[config.mk]
export PLATFORM = sky130hd
export DESIGN_NAME = module_period_meter
export DESIGN_NICKNAME = d
export VERILOG_FILES = /design/src/rtl/period_meter_pkg.sv /design/src/rtl/module_sync_edge.sv /design/src/rtl/module_period_meter.sv
export SDC_FILE = /design/constraint.sdc
export NUM_CORES = 1
export LEC_CHECK = 0
export BUFFER_PORTS_ARGS = -buffer_cell sky130_fd_sc_hd__buf_2
export CORE_UTILIZATION = 58
export CTS_CLUSTER_SIZE = 16
export DETAILED_ROUTE_END_ITERATION = 7
export GPL_TIMING_DRIVEN = 0
export PLACE_DENSITY = 0.79
export SYNTH_ARGS = -nofsm -noshare
export SYNTH_HDL_FRONTEND = slang
export SYNTH_SLANG_ARGS = --single-unit
[constraint.sdc]
create_clock -name clk -period 2.2 [get_ports clk]
set_input_delay 0.33 -clock clk [delete_from_list [all_inputs] [get_ports clk]]
set_output_delay 0.33 -clock clk [all_outputs]
set_load 0.05 [all_outputs]
[src/rtl/period_meter_pkg.sv]
// Shared types and helpers for the period meter.
// Contents: state_t (IDLE/MEASURE/TIMEOUT) and period_width(), which sizes the
// counter and period_out for a given MAX_COUNT.
package period_meter_pkg;

  typedef enum logic [1:0] {
    IDLE    = 2'd0,
    MEASURE = 2'd1,
    TIMEOUT = 2'd2
  } state_t;

  // Bits needed to hold values 0..max_count inclusive.
  function automatic int unsigned period_width(input int unsigned max_count);
    return $clog2(max_count + 1);
  endfunction

endpackage

[src/rtl/module_sync_edge.sv]
// Two-flop synchronizer with a delay stage for transition detection.
// Can be reused for any slow asynchronous input.
// Ports:
//   clk       system clock
//   rst_n     asynchronous active-low reset
//   async_in  asynchronous input
//   level_out synchronized level
//   edge_out  one-cycle pulse on every rising or falling transition of level_out
module module_sync_edge (
  input  logic clk,
  input  logic rst_n,
  input  logic async_in,
  output logic level_out,
  output logic edge_out
);

  logic sync1;
  logic sync2;
  logic sync2_d;

  // Metastability filter followed by a one-cycle delay for the edge compare
  always_ff @(posedge clk or negedge rst_n) begin
    if (!rst_n) begin
      sync1   <= 1'b0;
      sync2   <= 1'b0;
      sync2_d <= 1'b0;
    end else begin
      sync1   <= async_in;
      sync2   <= sync1;
      sync2_d <= sync2;
    end
  end

  assign level_out = sync2;
  assign edge_out  = sync2 ^ sync2_d;

endmodule

[src/rtl/module_period_meter.sv]
// Period meter for a slow asynchronous toggle signal.
// Counts clk cycles between consecutive transitions of tog_in. Each completed
// measurement is reported with a one-cycle strobe. Loss of activity is flagged
// with a timeout level.
// Optional feature macro: PERIOD_METER_LOCK_EN adds the EXPECT/TOL parameters
// and the lock output.
// Ports:
//   clk          system clock
//   rst_n        asynchronous active-low reset
//   tog_in       asynchronous toggle input
//   period_out   last measured period in clk cycles (1..MAX_COUNT)
//   period_valid one-cycle strobe, period_out updated this cycle
//   timeout      high while no transition has been seen for MAX_COUNT cycles
//   lock         (macro only) last period within EXPECT +/- TOL
module module_period_meter
  import period_meter_pkg::*;
#(
  parameter int unsigned MAX_COUNT = 2000000
`ifdef PERIOD_METER_LOCK_EN
  ,
  parameter int unsigned EXPECT    = 1000001,
  parameter int unsigned TOL       = 16
`endif
) (
  input  logic                                clk,
  input  logic                                rst_n,
  input  logic                                tog_in,
  output logic [period_width(MAX_COUNT)-1:0]  period_out,
  output logic                                period_valid,
  output logic                                timeout
`ifdef PERIOD_METER_LOCK_EN
  ,
  output logic                                lock
`endif
);

  localparam int unsigned W = period_width(MAX_COUNT);
  localparam logic [W-1:0] CNT_LAST = W'(MAX_COUNT - 1);

  // The synchronized level is not needed here; the edge pulse carries everything.
  logic         level_unused;
  logic         tog_edge;
  state_t       state;
  logic [W-1:0] cnt;
  logic [W-1:0] cnt_inc;

  module_sync_edge u_sync (
    .clk       (clk),
    .rst_n     (rst_n),
    .async_in  (tog_in),
    .level_out (level_unused),
    .edge_out  (tog_edge)
  );

  // cnt never exceeds MAX_COUNT-1, so cnt+1 always fits in W bits
  assign cnt_inc = cnt + W'(1);

`ifdef PERIOD_METER_LOCK_EN
  // True when |p - EXPECT| <= TOL
  function automatic logic within_tol(input logic [W-1:0] p);
    logic [31:0] pv;
    logic [31:0] diff;
    pv   = 32'(p);
    diff = (pv >= EXPECT) ? (pv - EXPECT) : (EXPECT - pv);
    return (diff <= TOL);
  endfunction
`endif

  // Measurement FSM with registered outputs
  always_ff @(posedge clk or negedge rst_n) begin
    if (!rst_n) begin
      state        <= IDLE;
      cnt          <= '0;
      period_out   <= '0;
      period_valid <= 1'b0;
      timeout      <= 1'b0;
`ifdef PERIOD_METER_LOCK_EN
      lock         <= 1'b0;
`endif
    end else begin
      period_valid <= 1'b0;
      case (state)
        // First transition only starts the count; no prior edge to measure from
        IDLE: begin
          if (tog_edge) begin
            cnt   <= '0;
            state <= MEASURE;
          end
        end
        // An edge in the last counting cycle wins over the timeout,
        // which is how a period of exactly MAX_COUNT gets reported
        MEASURE: begin
          if (tog_edge) begin
            period_out   <= cnt_inc;
            period_valid <= 1'b1;
            cnt          <= '0;
`ifdef PERIOD_METER_LOCK_EN
            lock         <= within_tol(cnt_inc);
`endif
          end else if (cnt == CNT_LAST) begin
            state   <= TIMEOUT;
            timeout <= 1'b1;
`ifdef PERIOD_METER_LOCK_EN
            lock    <= 1'b0;
`endif
          end else begin
            cnt <= cnt_inc;
          end
        end
        // Frozen until activity resumes; the resuming edge restarts the count
        TIMEOUT: begin
          if (tog_edge) begin
            cnt     <= '0;
            timeout <= 1'b0;
            state   <= MEASURE;
          end
        end
        default: begin
          state <= IDLE;
        end
      endcase
    end
  end

endmodule
==> Word level (Yosys, flattened, before mapping) <==
Cells that the tools add are included.
{ "word_totals": {"reg_bits": 49, "out_inout_bits": 23, "elab_cells": 40} }
{ "op_classes": {"add_sub_neg": 1, "eq_ne": 8, "muxes": 14, "bitwise": 1, "reduce_logical": 8} }
{ "ops": {"columns": ["op", "n"], "rows": [
  ["$mux W21", 3],
  ["$pmux W21 S2", 1],
  ["$add A21 B1 Y21 const B", 1],
  ["$eq A21 B21 Y1 const B", 1],
  ["$mux W2", 3],
  ["$ne A2 B2 Y1 const B", 3],
  ["$reduce_and A3 Y1", 2],
  ["$mux W1", 5],
  ["$pmux W2 S2", 1],
  ["$reduce_and A4 Y1", 1],
  ["$reduce_bool A2 Y1", 2],
  ["$ne A3 B3 Y1 const B", 1],
  ["$eq A2 B1 Y1 const B", 1],
  ["$eq A2 B2 Y1 const B", 1],
  ["$logic_not A2 Y1", 1],
  ["$ne A2 B1 Y1 const B", 1],
  ["$pmux W1 S2", 1],
  ["$reduce_and A2 Y1", 1],
  ["$reduce_or A2 Y1", 1],
  ["$xor A1 B1 Y1", 1]
]} }

==> Logic depth before layout (Yosys ltp) <==
{ "depth": {"ltp_word": 4, "ltp_mapped": 8, "ltp_nobuf": 6} }

==> Modules after synthesis <==
Synthesis repeated with hierarchy kept, for this count alone.
{ "hier_totals": {"cells_unflattened": 247, "hier_area_um2": 2437.3} }
{ "by_module_without_submodules": {"columns": ["mod", "instances", "cells_each", "area_each_um2", "seq_area_each_um2"], "rows": [
  ["module_period_meter", 1, 243, 2353.5, 1151.1],
  ["module_sync_edge", 1, 4, 83.8, 75.1]
]} }

==> Worst setup path after synthesis <==
OpenSTA, ideal clock, no wires.
{ "synth_path": {"path_kind": "flip-flop to flip-flop", "start": "register cnt[0]", "end": "register cnt[16]", "arrival_time_ns": 1.796, "setup_slack_ns": 0.322, "stages_incl_launch_ff": 9, "path_buffers": 2, "cell_sequence": "dfrtp_1 > ha_1 > and3_1 > and4_4 > a211oi_4 > buf_6 > buf_8 > nand2_2 > a31oi_1"} }
{ "synth_between": {"elab_chain_cells": 4, "word_cells_on_any_way": 7} }
{ "synth_lines": {"columns": ["item", "line", "rtl"], "rows": [
  ["start, declared", "module_period_meter.sv:44", "logic [W-1:0] cnt;"],
  ["start signal, assigned", "module_period_meter.sv:107", "cnt <= cnt_inc;"],
  ["$add A21 B1 Y21", "module_period_meter.sv:56", "assign cnt_inc = cnt + W'(1);"],
  ["$mux W21", "module_period_meter.sv:100", "end else if (cnt == CNT_LAST) begin"],
  ["$mux W21", "module_period_meter.sv:93", "if (tog_edge) begin"],
  ["$pmux W21 S2", "module_period_meter.sv:82", "case (state)"]
]} }
Several ways; a longest one is shown, not always the timed one. The select of a mux whose other input is x is not followed.
A chain may end at the register's enable or synchronous reset.

==> Final worst setup path <==
{ "layout_path": {"start": "register cnt[0]", "end": "register cnt[11]"} }
Same word-level chain as after synthesis.

==> results.md <==
Run status:
- The flow ran to the end, and the final reports show no timing, DRC or antenna violations.

Clocking:
- The clock tree from TritonCTS is built.
- The number of buffers added by the clock tree synthesis step is 5.
- The H-tree depth is 2.
- The maximum root-to-sink buffer count is 2.
- The clock transition at the register clock pins on the worst setup and hold paths after CTS is around 0.080 ns.
- The root buffer cell chosen for the clock tree is sky130_fd_sc_hd__clkbuf_8.
- The number of buffers inserted for hold repair after clock tree synthesis is 0.
- For the worst-skew pair, the clock arrives at the later sink with an insertion delay of 0.30 ns.
- The number of clock sinks is between 40 and 50.

Logic synthesis:
- The share of the Yosys chip area taken by registers is 49.7%.
- Of the total synthesized cell area, the portion taken by AND, OR, NAND and NOR gates is 20.6%.
- By area, the combinational part of the netlist is dominated by simple AND/OR/NAND/NOR gates.
- The number of unique standard cell types used by synthesis is 44.
- The post-synthesis average cell area is 10.0 um2.
- Summing the areas of all xor and xnor instances in the mapped netlist gives 7.76% of the synthesized area.
- Summing the areas of all compound-gate instances in the mapped netlist gives between 10% and 20% of the synthesized area.
- The flip-flop cell with the highest count after synthesis is sky130_fd_sc_hd__dfrtp_1.
- The adder-cell share of the synthesized area is 0.507%.
- The synthesis warning total is 0.
- The total standard cell area after synthesis is 2470 um2.
- The net count after synthesis is 250.
- The count of flip-flops with a built-in enable after synthesis is 0.
- The post-synthesis instance total is between 200 and 250.
- The share of synthesized area spent on multiplexers is less than 1%.
- In the synthesized netlist the async set-or-reset flop fraction comes to 100%.
- The synthesized design contains just under 50 register bits.

Timing:
- The slew at the pin with the worst max-slew slack is 1.07 ns.
- The total count of hold-check failures in the final report came to 0.
- The minimum setup slack in the final design is 0.0681 ns.
- The total negative setup slack is 0 ns.
- The final period utilization is ~97%.
- Headroom to the max-slew limit came out at 28.4%.
- The number of max-slew violations in the final report was 0.
- The total setup violations reported at the end of the flow is 0.
- The time the worst path needs with I/O delays and setup is 2.13 ns.
- For the final database, setup skew stands at about 0.0044 ns.
- The upper clock frequency limit is between 0.4 and 0.5 GHz.
- Setup repair after global routing left no endpoint under its margin.

Floorplanning:
- The effective utilization at floorplan is 61.2%.
- After floorplanning, the core was sized to cover 4030 um2.
- The height of the die is 67.2 um.
- The die width is 67.2 um.
- During I/O placement, the number of pins put on the boundary was 26.
- The die area is 4520 um2.
- Row generation in the floorplan step produced 23 rows.

Final layout:
- Leaving out fill and tap cells, the most frequent cells in the layout are 48 x sky130_fd_sc_hd__dfrtp_1, 34 x sky130_fd_sc_hd__nand2_1, 28 x sky130_fd_sc_hd__buf_2.
- The final cell count without fillers is 335.
- The number of filler instances in the final layout is 314.
- The count of antenna diodes in the layout is 0.
- After routing the design area is 2810 um2.
- After the last flow step, the layout net total stands at 289.
- The library cell used most frequently in the layout, excluding fill and tap cells, is sky130_fd_sc_hd__dfrtp_1.
- Relative to the synthesized area, the layout overhead comes to 13.7%.
- The share of post-route cells with drive strength above 1 is 24.2%.

Placed design:
- The cell total after placement is 321.
- The routability congestion estimate is 0.875.
- The number of input and output port buffers inserted is 25.
- The area of placed instances is roughly 2700 um2.
- The setup slack after placement is -0.0147 ns.
- The placed wire-length estimate is 3610 um.

Power:
- The share of total power in combinational logic is 20.4%.
- In this run the static leakage power is 1.29 nW.
- The power per cell area is 685 nW/um2.
- The share of total power dissipated in the clock network is 27.7%.
- The internal power is 1.33 mW.
- The total power consumption of the routed design is 1.92 mW.
- The switching fraction of total power is between 30 and 40%.
- IR analysis of the VDD net gives a maximum drop of 0.000541 V.
- The sequential share of power is 51.9%.
- The analysis attributes to net switching a power of 0.589 mW.

Critical path:
- The slowest stage of the critical path belongs to the cell sky130_fd_sc_hd__dfrtp_2.
- The critical path in this run is classified as reg2reg.
- STA classifies the critical path startpoint as a flop.
- STA classifies the critical path endpoint as a flop.
- The top fanout value on the critical path is 10.
- The signal on the critical path passes through ha_2, and3_1, and4_4, a211oi_4, buf_6, buf_8, a21oi_1, a31oi_1.
- The arrival time at the worst endpoint is 2.35 ns.
- For this run, the slowest stage of the critical path takes 0.45 ns.
- At the worst endpoint, the required time is between 2 and 2.5 ns.

Drt:
- The wire length reported by the detailed router is between 5000 and 6000 um.
- The number of remaining DRC errors is 0.
- After detailed routing, the average wire length per cell comes to 16.1 um.
- The detailed router's first-iteration violation count is 161.
- The vias after detailed routing is a little under 2,000.
- The detail route stage leaves a number of antenna-violating nets equal to 0.
- The first detailed-routing pass took 4 iterations.
- Using the TritonRoute via totals, the vias-per-cell ratio works out to 5.81.

GRT:
- The busiest layer in global routing is met2.
- The global-route total usage across every layer is 27.1%.
- The via count of the first global-routing pass is around 1,800.
- The largest net degree at the start of global routing is 50.
- Global routing consumed, on the met1 layer, 37.2% of the routing resources.
- The first global-routing pass estimated 8890 um of wire.
- The number of antenna violations at the first check in global routing is 0.
- In the global route stage, met2 resource usage came out at 43.0%.
- The remaining global-route overflow is 0.
- Global routing used approximately 5.4% of the available met3 tracks.

Job:
- The tool flagged a number of max-cap violations equal to 0.

Worst hold path:
- The type of the most critical hold path is in2reg.
## worst paths after layout
check,startpoint,to,slack (ns),cells past startpoint
setup reg to reg,cnt[0]$_DFFE_PN0P_,cnt[11]$_DFFE_PN0P_,0.07,8
hold / removal,tog_in,u_sync.sync1$_DFF_PN0_,0.13,1
hold reg to reg,u_sync.sync1$_DFF_PN0_,u_sync.level_out$_DFF_PN0_,0.36,0
max in group asynchronous,rst_n,cnt[0]$_DFFE_PN0P_,1.25,1
min in group asynchronous,rst_n,u_sync.level_out$_DFF_PN0_,0.22,1
setup / recovery,cnt[0]$_DFFE_PN0P_,cnt[11]$_DFFE_PN0P_,0.07,8
## synthesized netlist by cell type, types with 3 or more instances
| master | number | area, um2 |
|---|---|---|
| sky130_fd_sc_hd__nand3_1 | 9 | 45.0 |
| sky130_fd_sc_hd__clkbuf_1 | 4 | 15.0 |
| sky130_fd_sc_hd__xor2_1 | 7 | 61.3 |
| sky130_fd_sc_hd__nand4_1 | 5 | 31.3 |
| sky130_fd_sc_hd__nand2_1 | 34 | 128 |
| sky130_fd_sc_hd__o21ai_1 | 6 | 30.0 |
| sky130_fd_sc_hd__and3_1 | 6 | 37.5 |
| sky130_fd_sc_hd__a31oi_1 | 15 | 93.8 |
| sky130_fd_sc_hd__o21ai_0 | 24 | 120 |
| sky130_fd_sc_hd__inv_1 | 4 | 15.0 |
| sky130_fd_sc_hd__xnor2_1 | 13 | 114 |
| sky130_fd_sc_hd__nand2_2 | 6 | 37.5 |
| sky130_fd_sc_hd__or2b_1 | 5 | 37.5 |
| sky130_fd_sc_hd__a21oi_1 | 11 | 55.1 |
| sky130_fd_sc_hd__buf_2 | 3 | 15.0 |
| sky130_fd_sc_hd__dfrtp_1 | 49 | 1230 |
| sky130_fd_sc_hd__buf_6 | 3 | 33.8 |
| sky130_fd_sc_hd__nor2_1 | 7 | 26.3 |
| sky130_fd_sc_hd__a41oi_1 | 3 | 26.3 |
| sky130_fd_sc_hd__and2_1 | 3 | 18.8 |
## registers in the layout (all words and copies together) (netlist names)
name	cells
period_valid	1
timeout	1
u_sync.level_out	1
state	2
u_sync.sync1	1
period_out	21
u_sync.sync2_d	1
cnt	21
## power groups by stage
stage	combinational, mW	sequential (mW)	clock, mW
after CTS	0.388	0.996	0.535
after detailed placement	0.381	1.01	0
final	0.392	0.998	0.532
after global routing	0.428	1.00	0.581
after floorplan	0.175	1.12	0
after global placement	0.373	1.01	0
## cell type report
class                      instances  area [um2]  area share [%]
clock buffer                       7        86.3            3.08
multi-input combinational        179        1130            40.3
inverter                           5        18.8           0.669
tap                               50        62.6            2.23
timing repair buffer              32         178            6.33
buffer                            13         101            3.61
sequential                        49        1230            43.8
## kinds of logic (layout without fill, tap and decap cells)
group / Yosys count / in the layout
adders and majority gates: 1 / 1
buffers and inverters: 18 / 57
and+or+nand+nor: 91 / 91
muxes: 2 / 2
xor gates and xnor gates: 21 / 21
AOI/OAI and AO/OA: 64 / 64
DFF: 49 / 49
## critical path, delay by kind of cell, from the launching register on
kind	cells	cell delay (ns)
AOI/OAI and AO/OA	3	0.57
DFF	1	0.45
and+or+nand+nor	2	0.45
buffers and inverters	2	0.35
adders and majority gates	1	0.23
## per-stage QoR
step | utilization (%) | hold slack [ns]
CTS | 68.6 | 0.125
global route | 69.6 | 0.128
global placement | 65.9 | 0.336
floorplan | - | 0.0344
finish | 69.6 | 0.130
detailed placement | 65.9 | 0.344
## layer usage
layer,vias to the layer above,share of wire (%)
li1,952,-
met1,941,46
met2,45,49
met3,8,4.0
met4,0,1.1
met5,-,0
## timing repair
item                       CTS  global route
pin swaps                    1             1
setup buffers                2             5
gates cloned                 0             0
setup endpoints to repair   13            17
gates resized for setup      1             2
Power figures use the tool's default switching activity.
